**src/rtl/sh_pkg.sv**
```systemverilog
//------------------------------------------------------------------------------
// Module   : sh_pkg
// Brief    : Shared types and constants for the byte-to-halfword packer.
// Revision : 1.0 - initial release
//------------------------------------------------------------------------------
`default_nettype none

package sh_pkg;

  typedef enum logic [0:0] {
    IDLE = 1'b0,
    HI   = 1'b1
  } state_t;

  localparam logic SRC_A = 1'b0;
  localparam logic SRC_B = 1'b1;

  localparam logic [7:0]  DEF_PAD       = 8'h00;
  localparam logic [15:0] DEF_INIT_WORD = 16'h00AA;

  function automatic logic [15:0] pack_bytes(input logic [7:0] hi, input logic [7:0] lo);
    return {hi, lo};
  endfunction

endpackage

`default_nettype wire

```
**src/rtl/rr_arb2.sv**
```systemverilog
//------------------------------------------------------------------------------
// Module   : rr_arb2
// Brief    : Two-request combinational round-robin arbiter with one-hot grant.
// Revision : 1.0 - initial release
//------------------------------------------------------------------------------
`default_nettype none

module rr_arb2 (
  input  logic [1:0] req,
  input  logic       last,
  output logic [1:0] gnt
);

  // On contention the requester that did not win last time is served.
  always_comb begin
    gnt = 2'b00;
    case (req)
      2'b01:   gnt = 2'b01;
      2'b10:   gnt = 2'b10;
      2'b11:   gnt = last ? 2'b01 : 2'b10;
      default: gnt = 2'b00;
    endcase
  end

endmodule

`default_nettype wire

```
**src/rtl/sh_pack_arb.sv**
```systemverilog
//------------------------------------------------------------------------------
// Module   : sh_pack_arb
// Brief    : Round-robin byte packer: two byte streams into one 16-bit slot.
// Revision : 1.0 - initial release
//------------------------------------------------------------------------------
`default_nettype none

module sh_pack_arb
  import sh_pkg::*;
#(
  parameter logic [7:0]  PAD       = DEF_PAD,
  parameter logic [15:0] INIT_WORD = DEF_INIT_WORD,
  parameter int          CNT_W     = 16
) (
  input  logic             clk,
  input  logic             rst,
  input  logic [7:0]       a_data,
  input  logic             a_valid,
  output logic             a_ready,
  input  logic [7:0]       b_data,
  input  logic             b_valid,
  output logic             b_ready,
  input  logic             flush,
  output logic [15:0]      out_data,
  output logic             out_src,
  output logic             out_valid,
  input  logic             out_ready,
  output logic             busy,
  output logic [CNT_W-1:0] word_cnt
);

  state_t            state_q, state_d;
  logic              owner_q, owner_d;
  logic              last_owner_q, last_owner_d;
  logic [15:0]       pack_q, pack_d;
  logic [15:0]       out_data_q, out_data_d;
  logic              out_src_q, out_src_d;
  logic              out_valid_q, out_valid_d;
  logic [CNT_W-1:0]  word_cnt_q, word_cnt_d;

  logic [1:0] gnt;
  logic       slot_free;
  logic       load_word;
  logic [7:0] in_byte;
  logic [7:0] low_byte;

  // The high byte of the assembly register is shifted out and never read.
  logic unused_pack_hi;
  assign unused_pack_hi = ^pack_q[15:8];

  rr_arb2 u_arb (
    .req  ({b_valid, a_valid}),
    .last (last_owner_q),
    .gnt  (gnt)
  );

  always_comb begin
    state_d      = state_q;
    owner_d      = owner_q;
    last_owner_d = last_owner_q;
    pack_d       = pack_q;
    out_data_d   = out_data_q;
    out_src_d    = out_src_q;
    out_valid_d  = out_valid_q;
    word_cnt_d   = word_cnt_q;
    a_ready      = 1'b0;
    b_ready      = 1'b0;
    load_word    = 1'b0;
    in_byte      = 8'h00;
    low_byte     = PAD;
    slot_free    = !out_valid_q || out_ready;

    case (state_q)
      IDLE: begin
        // First byte only lands in the assembly register, so no slot needed.
        a_ready = gnt[0];
        b_ready = gnt[1];
        in_byte = gnt[1] ? b_data : a_data;
        if ((a_valid && a_ready) || (b_valid && b_ready)) begin
          pack_d  = {pack_q[7:0], in_byte};
          owner_d = gnt[1] ? SRC_B : SRC_A;
          state_d = HI;
        end
      end
      HI: begin
        a_ready = (owner_q == SRC_A) && slot_free;
        b_ready = (owner_q == SRC_B) && slot_free;
        if ((a_valid && a_ready) || (b_valid && b_ready)) begin
          load_word = 1'b1;
          low_byte  = (owner_q == SRC_B) ? b_data : a_data;
        end else if (flush && slot_free) begin
          load_word = 1'b1;
          low_byte  = PAD;
        end
      end
      default: state_d = IDLE;
    endcase

    if (load_word) begin
      out_data_d   = pack_bytes(pack_q[7:0], low_byte);
      out_src_d    = owner_q;
      out_valid_d  = 1'b1;
      last_owner_d = owner_q;
      word_cnt_d   = word_cnt_q + CNT_W'(1);
      state_d      = IDLE;
    end else if (out_ready) begin
      out_valid_d  = 1'b0;
    end
  end

  always_ff @(posedge clk or posedge rst) begin
    if (rst) begin
      state_q      <= IDLE;
      owner_q      <= SRC_A;
      last_owner_q <= SRC_B;
      pack_q       <= INIT_WORD;
      out_data_q   <= 16'h0000;
      out_src_q    <= SRC_A;
      out_valid_q  <= 1'b0;
      word_cnt_q   <= '0;
    end else begin
      state_q      <= state_d;
      owner_q      <= owner_d;
      last_owner_q <= last_owner_d;
      pack_q       <= pack_d;
      out_data_q   <= out_data_d;
      out_src_q    <= out_src_d;
      out_valid_q  <= out_valid_d;
      word_cnt_q   <= word_cnt_d;
    end
  end

  assign out_data  = out_data_q;
  assign out_src   = out_src_q;
  assign out_valid = out_valid_q;
  assign word_cnt  = word_cnt_q;
  assign busy      = (state_q == HI) || out_valid_q;

endmodule

`default_nettype wire

```
**config.mk**
```make
export PLATFORM = sky130hd
export DESIGN_NAME = sh_pack_arb
export DESIGN_NICKNAME = d
export VERILOG_FILES = /design/src/rtl/sh_pkg.sv /design/src/rtl/rr_arb2.sv /design/src/rtl/sh_pack_arb.sv
export SDC_FILE = /design/constraint.sdc
export NUM_CORES = 1
export LEC_CHECK = 0
export CAP_MARGIN = 15
export CORE_MARGIN = 2
export CORE_UTILIZATION = 30
export CTS_BUF_LIST = sky130_fd_sc_hd__clkbuf_4
export DETAILED_ROUTE_END_ITERATION = 16
export SKIP_LAST_GASP = 1
export SYNTH_ARGS = -nofsm -noshare
export SYNTH_HDL_FRONTEND = slang
export SYNTH_HIERARCHICAL = 1
export SYNTH_SLANG_ARGS = --single-unit
```
**constraint.sdc**
```tcl
create_clock -name clk -period 3.3 [get_ports clk]
set_input_delay 0.66 -clock clk [delete_from_list [all_inputs] [get_ports clk]]
set_output_delay 0.66 -clock clk [all_outputs]
set_load 0.03 [all_outputs]
```
* Word level (Yosys, flattened, before mapping)
Index checks and enable logic that the tools add are counted.
** Operators by class
- Muxes and demuxes :: 17
- Eq/ne operators :: 3
- Shifts and indexed selects :: 0
- Bitwise gates (word level) :: 2
- Reduce and logical (&&, ||, !) cells :: 14
- Add/sub/neg operators :: 1
- Div/mod/pow operators :: 0
- Multiply operators :: 0
- Magnitude comparators :: 0
** Operators with widths (number)
- 8-bit 2-to-1 mux :: 4
- 16-bit by 1-bit adder with 16-bit output, second input constant :: 1
- 1-bit 2-to-1 mux :: 9
- 1-bit logical AND :: 7
- 2-bit case mux with 3 select lines :: 1
- 2-bit equality test, second input constant :: 2
- 1-bit logical OR :: 4
- 1-bit case mux with 2 select lines :: 2
- 2-bit by 1-bit equality test with 1-bit output, second input constant :: 1
- 2-bit 2-to-1 mux :: 1
- 1-bit NOT :: 2
- 2-bit AND reduction :: 1
- 2-bit nonzero test :: 1
- 1-bit zero test :: 1
** Storage, ports and cells
- Memories kept :: 0
- Memory bits (read-only) :: 0
- RAM bits :: 0
- Register bits after elaboration :: 45
- Bits in latches :: 0
- Bits of input ports :: 22

* Logic depth before layout (Yosys ltp)
Gate-level depths: netlist of run 1.
- Depth after elaboration :: 8
- Mapped depth :: 7

* By module
Netlist of run 1, hierarchy kept.
** Modules (own cells, without submodules)
- sh_pack_arb :: area an instance 2112.0 um2, cells an instance 178, instances 1
- rr_arb2 :: area an instance 18.8 um2, cells an instance 3, instances 1

* Worst setup path after synthesis of run 1
No wires, ideal clock.
- Path kind :: input to output
- Start :: in b_valid
- End :: out b_ready
- Setup slack :: 576 ps
- Cell stages on the path :: 4
- Buffers on the path :: 1
- Arrival time :: 2064 ps
- Cell sequence :: a21boi_0 > clkbuf_1 > inv_1 > o21ai_0
** On the way
- Longest elaborated chain between the ends :: 3
- Elaborated cells on any way between the ends :: 5
** RTL lines
- start: declaration :: RTL line sh_pack_arb.sv:21 : input logic b_valid,
- 2-bit equality test or 2-bit by 1-bit equality test with 1-bit output (tied branches) :: RTL line rr_arb2.sv:17 : case (req)
- 2-bit case mux with 3 select lines * :: RTL line rr_arb2.sv:17
- 1-bit case mux with 2 select lines * :: RTL line sh_pack_arb.sv:73 : case (state_q)
- end: declaration :: RTL line sh_pack_arb.sv:22 : output logic b_ready,
Every way passes the cells marked *; elsewhere a longest branch is shown, timed or not.

* Final worst setup path of run 1
- Start :: in b_valid
- End :: out b_ready
** On the way
- Longest elaborated chain between the ends :: 3
- Elaborated cells on any way between the ends :: 5
** RTL lines
- 2-bit equality test or 2-bit by 1-bit equality test with 1-bit output (tied branches) :: RTL line rr_arb2.sv:17
- 2-bit case mux with 3 select lines * :: RTL line rr_arb2.sv:17
- net gnt[1] :: RTL line sh_pack_arb.sv:41 : logic [1:0] gnt;
- 1-bit case mux with 2 select lines * :: RTL line sh_pack_arb.sv:73
The timed path passes the listed nets; every way through them passes the cells marked *.

==> impl_metrics.py, run 1 <==
metrics = {
    "critical_path": {
        "r2r-start": "owner_q",
        "crit_chain": "clkdlybuf4s50_1 -> a21boi_1 -> inv_1 -> o21ai_0 -> clkdlybuf4s50_1",
        "crit_top_cell": "clkdlybuf4s50_1",
        "path_class": "in -> out",
        "r2r_setup_slack_ns": 1.39,
        "worstPathMaxFanout": 4,
        "r2r_end": "out_data[14]",
        "start_kind": "input port",
        "cp.required_ns": 2.64,
        "r2r_cells": 4,
        "worst_setup_path_end_kind": "output pin",
        "arrival_ns": 2.46,
        "slowest_delay_ns": 0.70,
        "slowest_stage": "clkdlybuf4s50_1",
        "cp_num_buf_inv": 3,
        "crit_family": "buffers and inverters",
    },
    "global_route": {
        "grt_max_degree": 46,
        "antenna_found_initial": 0,
        "overflow": 0,
        "grt_usage": 0.131,
        "grt_pass1_vias": 1515,
        "grt_pass1_wl_mm": 7.69,
    },
    "floorplanning": {
        "die_w_um": 88.3,
        "num_rows": 30,
        "io_pins": 59,
        "core_um2": 6830,
        "fp.dieH_um": 88.3,
        "start_util": 0.312,
        "dieArea_um2": 7790,
    },
    "cts": {
        "cts_buffers": 5,
        "post-cts-setup-buffers": 0,
        "cts-root-buf": "clkbuf_4",
        "cts_tree": "done",
        "insertion_delay_ns": 0.36,
        "cts_sinks": 45,
        "htree_levels": 2,
        "path_clk_slew_ns": 0.14,
        "clk_path_buf_depth": 2,
        "cts.repair.resized": 0,
        "ctsHoldBuffers": 0,
    },
    "cells_and_area": {
        "design_area_um2": 2860,
        "areaGrowthSynthToFinish_pct": 34.1,
        "final_common_cell": "clkdlybuf4s50_1",
        "num_antenna_cells": 0,
        "layout_common_cells": "clkdlybuf4s50_1, dfrtp_1, mux2i_1",
        "final_layout_size_suffix_gt1_frac": 0.152,
        "nets": 266,
    },
    "yosys": {
        "synth_xor_area_frac": 0.0617,
        "ys_seq_elements": 45,
        "synth_nets": 204,
        "ys_warn_count": 6,
        "synthSimpleGateAreaFrac": 0.112,
        "synth_edf_count": 0,
        "synth_compound_area_frac": 0.0816,
        "async_reset_ff_frac": 1.00,
        "ys_types": 36,
        "synth.area.mux_share": 0.161,
        "synthFlopType": "dfrtp_1",
        "syn-cell-area_um2": 2130,
        "ys_seq_area_frac": 0.531,
        "synth_cells": 181,
        "synthAdderAreaFrac": 0.00587,
        "synth_top_family_by_area": "multiplexers",
        "avgSynthCellArea_um2": 11.8,
    },
    "route": {
        "vias": 1515,
        "drtIter0Drc": 59,
        "via_per_inst": 4.46,
        "drc": 0,
        "drtPass1Iterations": 4,
        "wl_per_cell_um": 13.9,
        "wirelength_mm": 4.72,
        "drtAntennaViolNets": 0,
    },
    "run": {
        "cap_violations": 0,
    },
    "timing": {
        "rsz0062_at_grt": "no",
        "finalSetupViolCount": 0,
        "period_needed_ns": 3.12,
        "fin_setup_tns_ns": 0,
        "fin_skew_ns": 0.0174,
        "relSlewSlack": 0.387,
        "fin_crit_sh": 0.946,
        "hold_violations": 0,
        "maxSlewViolCount": 0,
        "fin_hold_ws_ns": 0.477,
        "max_freq_ghz": 0.320,
        "worst_pin_slew_ns": 0.919,
    },
    "status": {
        "outcome": "finished clean",
    },
    "pwr": {
        "ir_drop_mv": 0.307,
        "powerDensity_nw_per_um2": 856,
        "p_leak_uw": 0.00128,
    },
    "placed_design": {
        "place_hpwl_mm": 3.41,
        "port_buffers": 58,
        "gp_congestion": 0.786,
        "placed_cell_area_um2": 2800,
    },
    "min_path": {
        "hp-class": "reg -> reg",
        "hold_path_end": "word_cnt[15]",
        "hold_start": "word_cnt[15]",
        "min_path_cells": 1,
    },
}
state kept, by name, summed over array words and instances (netlist names):
register and count:
state_q 1, out_src 1, word_cnt 16, out_valid 1
out_data 16, last_owner_q 1, owner_q 1, pack_q 8
stage by stage:
step / setup slack (ns) / instances / utilization / total power (uW)
floorplan: 0.576 / 181 / - / 1760
global placement: 0.221 / 332 / 0.410 / 2190
detailed placement: 0.188 / 332 / 0.410 / 2210
CTS: 0.188 / 340 / 0.418 / 2480
global route: 0.00598 / 340 / 0.418 / 2610
finish: 0.179 / 340 / 0.418 / 2450
cell usage after synthesis, types with 3 or more instances:
cell / n / share of area
dfstp_2: 5 / 0.062
nand3_1: 5 / 0.012
nor3_1: 7 / 0.016
xor2_1: 11 / 0.045
mux2_2: 3 / 0.016
a21oi_1: 8 / 0.019
mux2i_1: 16 / 0.075
o21ai_0: 11 / 0.026
dfrtp_1: 40 / 0.47
nand2_1: 13 / 0.023
inv_1: 8 / 0.014
xnor2_1: 4 / 0.016
mux2_4: 10 / 0.070
nor2_1: 14 / 0.025
cells by family after synthesis:
logic type               after synthesis
AND/OR/NAND/NOR                       49
flip-flops                            45
multiplexers                          29
AO/OA/AOI/OAI                         26
buffers and inverters                 16
XOR/XNOR                              15
adder cells (fa/ha/maj)                1
per-layer routing:
metal  routed length, um  global-route usage
met4                  54              0.0455
met1                2230               0.182
met3                 181              0.0317
met2                2260               0.201
met5                   0                   0
how the worst max path moves through the flow:
stage / cells past startpoint / endpoint / startpoint / slack, ns
2_1_floorplan: 4 / b_ready / b_valid / 0.58
3_3_place_gp: 5 / b_ready / b_valid / 0.22
3_5_place_dp: 5 / b_ready / b_valid / 0.19
4_1_cts: 5 / b_ready / b_valid / 0.19
5_1_grt: 5 / b_ready / b_valid / 0.006
6_report: 5 / b_ready / b_valid / 0.18
area by class of cell:
type                    count  area, um2
fillers                   702       3970
flip-flops and latches     45       1130
multi-input cells         120        901
repair buffers             63        618
well taps                  96        120
clock buffers               7       52.6
inverters                   8       30.0
clock inverters             1       3.75
power by group:
| part | total (uW) | internal, uW | switching (uW) |
|---|---|---|---|
| registers | 938 | 775 | 163 |
| logic | 1240 | 582 | 659 |
| clock network | 268 | 98.7 | 170 |
(Power assumes the default switching activity.)
==> run 2: changes to the inputs <==
--- a/config.mk
+++ b/config.mk
@@ -5,6 +5,7 @@
 export SDC_FILE = /design/constraint.sdc
 export NUM_CORES = 1
 export LEC_CHECK = 0
+export ABC_AREA = 1
 export CAP_MARGIN = 15
 export CORE_MARGIN = 2
 export CORE_UTILIZATION = 30
==> run 2 against run 1 <==
Against the previous run:
- sequential share of layout area down 2.8 points
- register-to-register slack better by 0.09 ns
- first-iteration DRC count up 10%
==> impl_metrics.py, run 2 <==
metrics = {
    "floorplanning": {
        "num_rows": 32,
        "io_pins": 59,
        "die_w_um": 93.2,
        "start_util": 0.309,
        "core_um2": 7730,
        "dieArea_um2": 8690,
        "fp.dieH_um": 93.2,
    },
    "cells_and_area": {
        "final_cells": 457,
        "areaGrowthSynthToFinish_pct": 28.9,
        "fin_util": 0.398,
        "num_antenna_cells": 0,
        "layout_common_cells": "nand2_1, clkdlybuf4s50_1, dfrtp_1",
        "regArea_um2": 1130,
        "nets": 377,
        "multi_input_area_um2": 1060,
        "final_layout_size_suffix_gt1_frac": 0.0958,
        "final_common_cell": "nand2_1",
        "fillerInstances": 771,
    },
    "yosys": {
        "yosysMostFrequentCell": "nand2_1",
        "synth_common_cells": "nand2_1, dfrtp_1, inv_1, o21ai_0, nor2_1",
        "avgSynthCellArea_um2": 8.02,
        "ys_types": 30,
        "synthFlopType": "dfrtp_1",
        "ys_seq_elements": 45,
        "ys_seq_area_frac": 0.474,
        "synth_edf_count": 0,
        "syn-cell-area_um2": 2390,
        "synth_nets": 321,
        "synth_top_cell_area_share": 0.419,
        "yosysTopAreaCell": "dfrtp_1",
        "ys_warn_count": 6,
        "synth_cells": 298,
        "async_reset_ff_frac": 1.00,
        "synth_area_leaders": "dfrtp_1, nand2_1, dfstp_2",
    },
    "critical_path": {
        "cp.required_ns": 2.64,
        "start_kind": "input port",
        "crit_family": "buffers and inverters",
        "arrival_ns": 2.16,
        "crit_chain": "clkdlybuf4s50_1 -> inv_1 -> nand2_1 -> nand2_1 -> nand2_1 -> nand2_1 -> clkdlybuf4s50_1",
        "slowest_delay_ns": 0.66,
        "crit_end": "a_ready",
        "r2r_end": "word_cnt[13]",
        "critical_path_cell_count": 7,
        "slowest_stage": "clkdlybuf4s50_1",
        "worst_setup_path_end_kind": "output pin",
        "cp_num_buf_inv": 3,
        "r2r-start": "owner_q",
        "r2r_setup_slack_ns": 1.48,
        "r2r_cells": 7,
        "crit_top_cell": "nand2_1",
        "path_class": "in -> out",
        "startpoint": "b_valid",
        "worstPathMaxFanout": 4,
    },
    "route": {
        "drtAntennaViolNets": 0,
        "vias": 2096,
        "drc": 0,
        "via_per_inst": 4.59,
        "wirelength_mm": 5.48,
        "drtPass1Iterations": 4,
        "wl_per_cell_um": 12.0,
        "drtIter0Drc": 65,
    },
    "timing": {
        "period_needed_ns": 2.82,
        "fin_skew_ns": 0.0173,
        "maxSlewViolCount": 0,
        "fin_setup_tns_ns": 0,
        "finalSetupViolCount": 0,
        "hold_violations": 0,
        "relSlewSlack": 0.365,
        "rsz0062_at_grt": "no",
        "fin_crit_sh": 0.853,
        "max_freq_ghz": 0.355,
        "worst_pin_slew_ns": 0.951,
    },
    "min_path": {
        "hp-class": "reg -> reg",
    },
    "global_route": {
        "overflow": 0,
        "grt_max_degree": 46,
        "antenna_found_initial": 0,
        "grt_pass1_wl_mm": 9.40,
        "grt_usage": 0.136,
        "grt_pass1_vias": 2029,
    },
    "pwr": {
        "p_leak_uw": 0.00137,
        "finalPower_uw": 2360,
        "powerDensity_nw_per_um2": 766,
        "ir_drop_mv": 0.376,
    },
    "cts": {
        "cts_buffers": 5,
        "cts_tree": "done",
        "htree_levels": 2,
        "ctsHoldBuffers": 0,
        "path_clk_slew_ns": 0.13,
        "cts_sinks": 45,
        "cts-root-buf": "clkbuf_4",
        "insertion_delay_ns": 0.37,
        "clk_path_buf_depth": 2,
        "post-cts-setup-buffers": 0,
        "cts.repair.resized": 0,
    },
    "placed_design": {
        "port_buffers": 58,
        "place_hpwl_mm": 3.98,
        "dp.cells": 449,
        "gp_congestion": 0.866,
    },
    "status": {
        "outcome": "finished clean",
    },
    "run": {
        "cap_violations": 0,
    },
}
[run 2: cell types whose count changed in the layout (fill, tap and decap cells not counted), moves of 8 or more]
cell,previous run,this run
inv_1,7,26
xor2_1,11,3
o21ai_0,11,21
nand2_1,13,113
mux2i_1,16,4
mux2_4,10,0
[run 2: per-layer routing]
| metal | wire length [um] | global-route usage | share of wire | vias to the layer above |
|---|---|---|---|---|
| li1 | - | - | - | 1059 |
| met1 | 2340 | 0.164 | 0.43 | 967 |
| met2 | 2630 | 0.228 | 0.48 | 60 |
| met3 | 416 | 0.0451 | 0.076 | 10 |
| met4 | 95 | 0.0429 | 0.017 | 0 |
| met5 | 0 | 0 | 0 | - |
[run 2: through the flow]
stage               cell area, um2  hold slack (ns)  setup WS (ns)
detailed placement            3020            0.472          0.479
global placement              3020            0.471          0.494
floorplan                     2390            0.466          0.584
finish                        3080            0.505          0.484
global route                  3080            0.524          0.387
CTS                           3080            0.507          0.475
[run 2: worst min-delay path by stage]
stage / start / endpoint / slack [ns] / depth (start not counted)
final: out_data[14] / out_data[14] / 0.51 / 2
after global routing: last_owner_q / last_owner_q / 0.52 / 2
after CTS: out_src / out_src / 0.51 / 2
after detailed placement: out_src / out_src / 0.47 / 2
after global placement: out_src / out_src / 0.47 / 2
after floorplan: pack_q[5] / pack_q[5] / 0.47 / 2
[run 2: worst register-to-register path: stages (launching register included)]
cell and delay [ns]:
dfrtp_1 0.62, inv_4 0.15, nand3_2 0.14, nand3_4 0.08, nand2_4 0.24, inv_1 0.28, nand2_1 0.14, nand2_1 0.06
[run 2: logic make-up (layout without fill, tap and decap cells)]
family	Yosys count	count (layout)	share of synthesized area
compound gates	43	43	0.113
xor+xnor	8	8	0.0293
fa+ha+maj	1	1	0.00524
buf+inv	39	96	0.0828
flops	45	45	0.474
mux	4	4	0.0168
simple gates	158	158	0.279
[run 2: layout make-up]
class | instances | share of cell area
Sequential cell | 45 | 0.368
Multi-Input combinational cell | 214 | 0.344
Clock inverter | 1 | 0.00244
Clock buffer | 7 | 0.0171
Tap cell | 102 | 0.0414
Timing Repair Buffer | 60 | 0.193
Inverter | 28 | 0.0349
[run 2: power by group]
part           switching (uW)  internal (uW)
sequential                164            759
clock                     184            101
combinational             700            451
total                    1050           1310
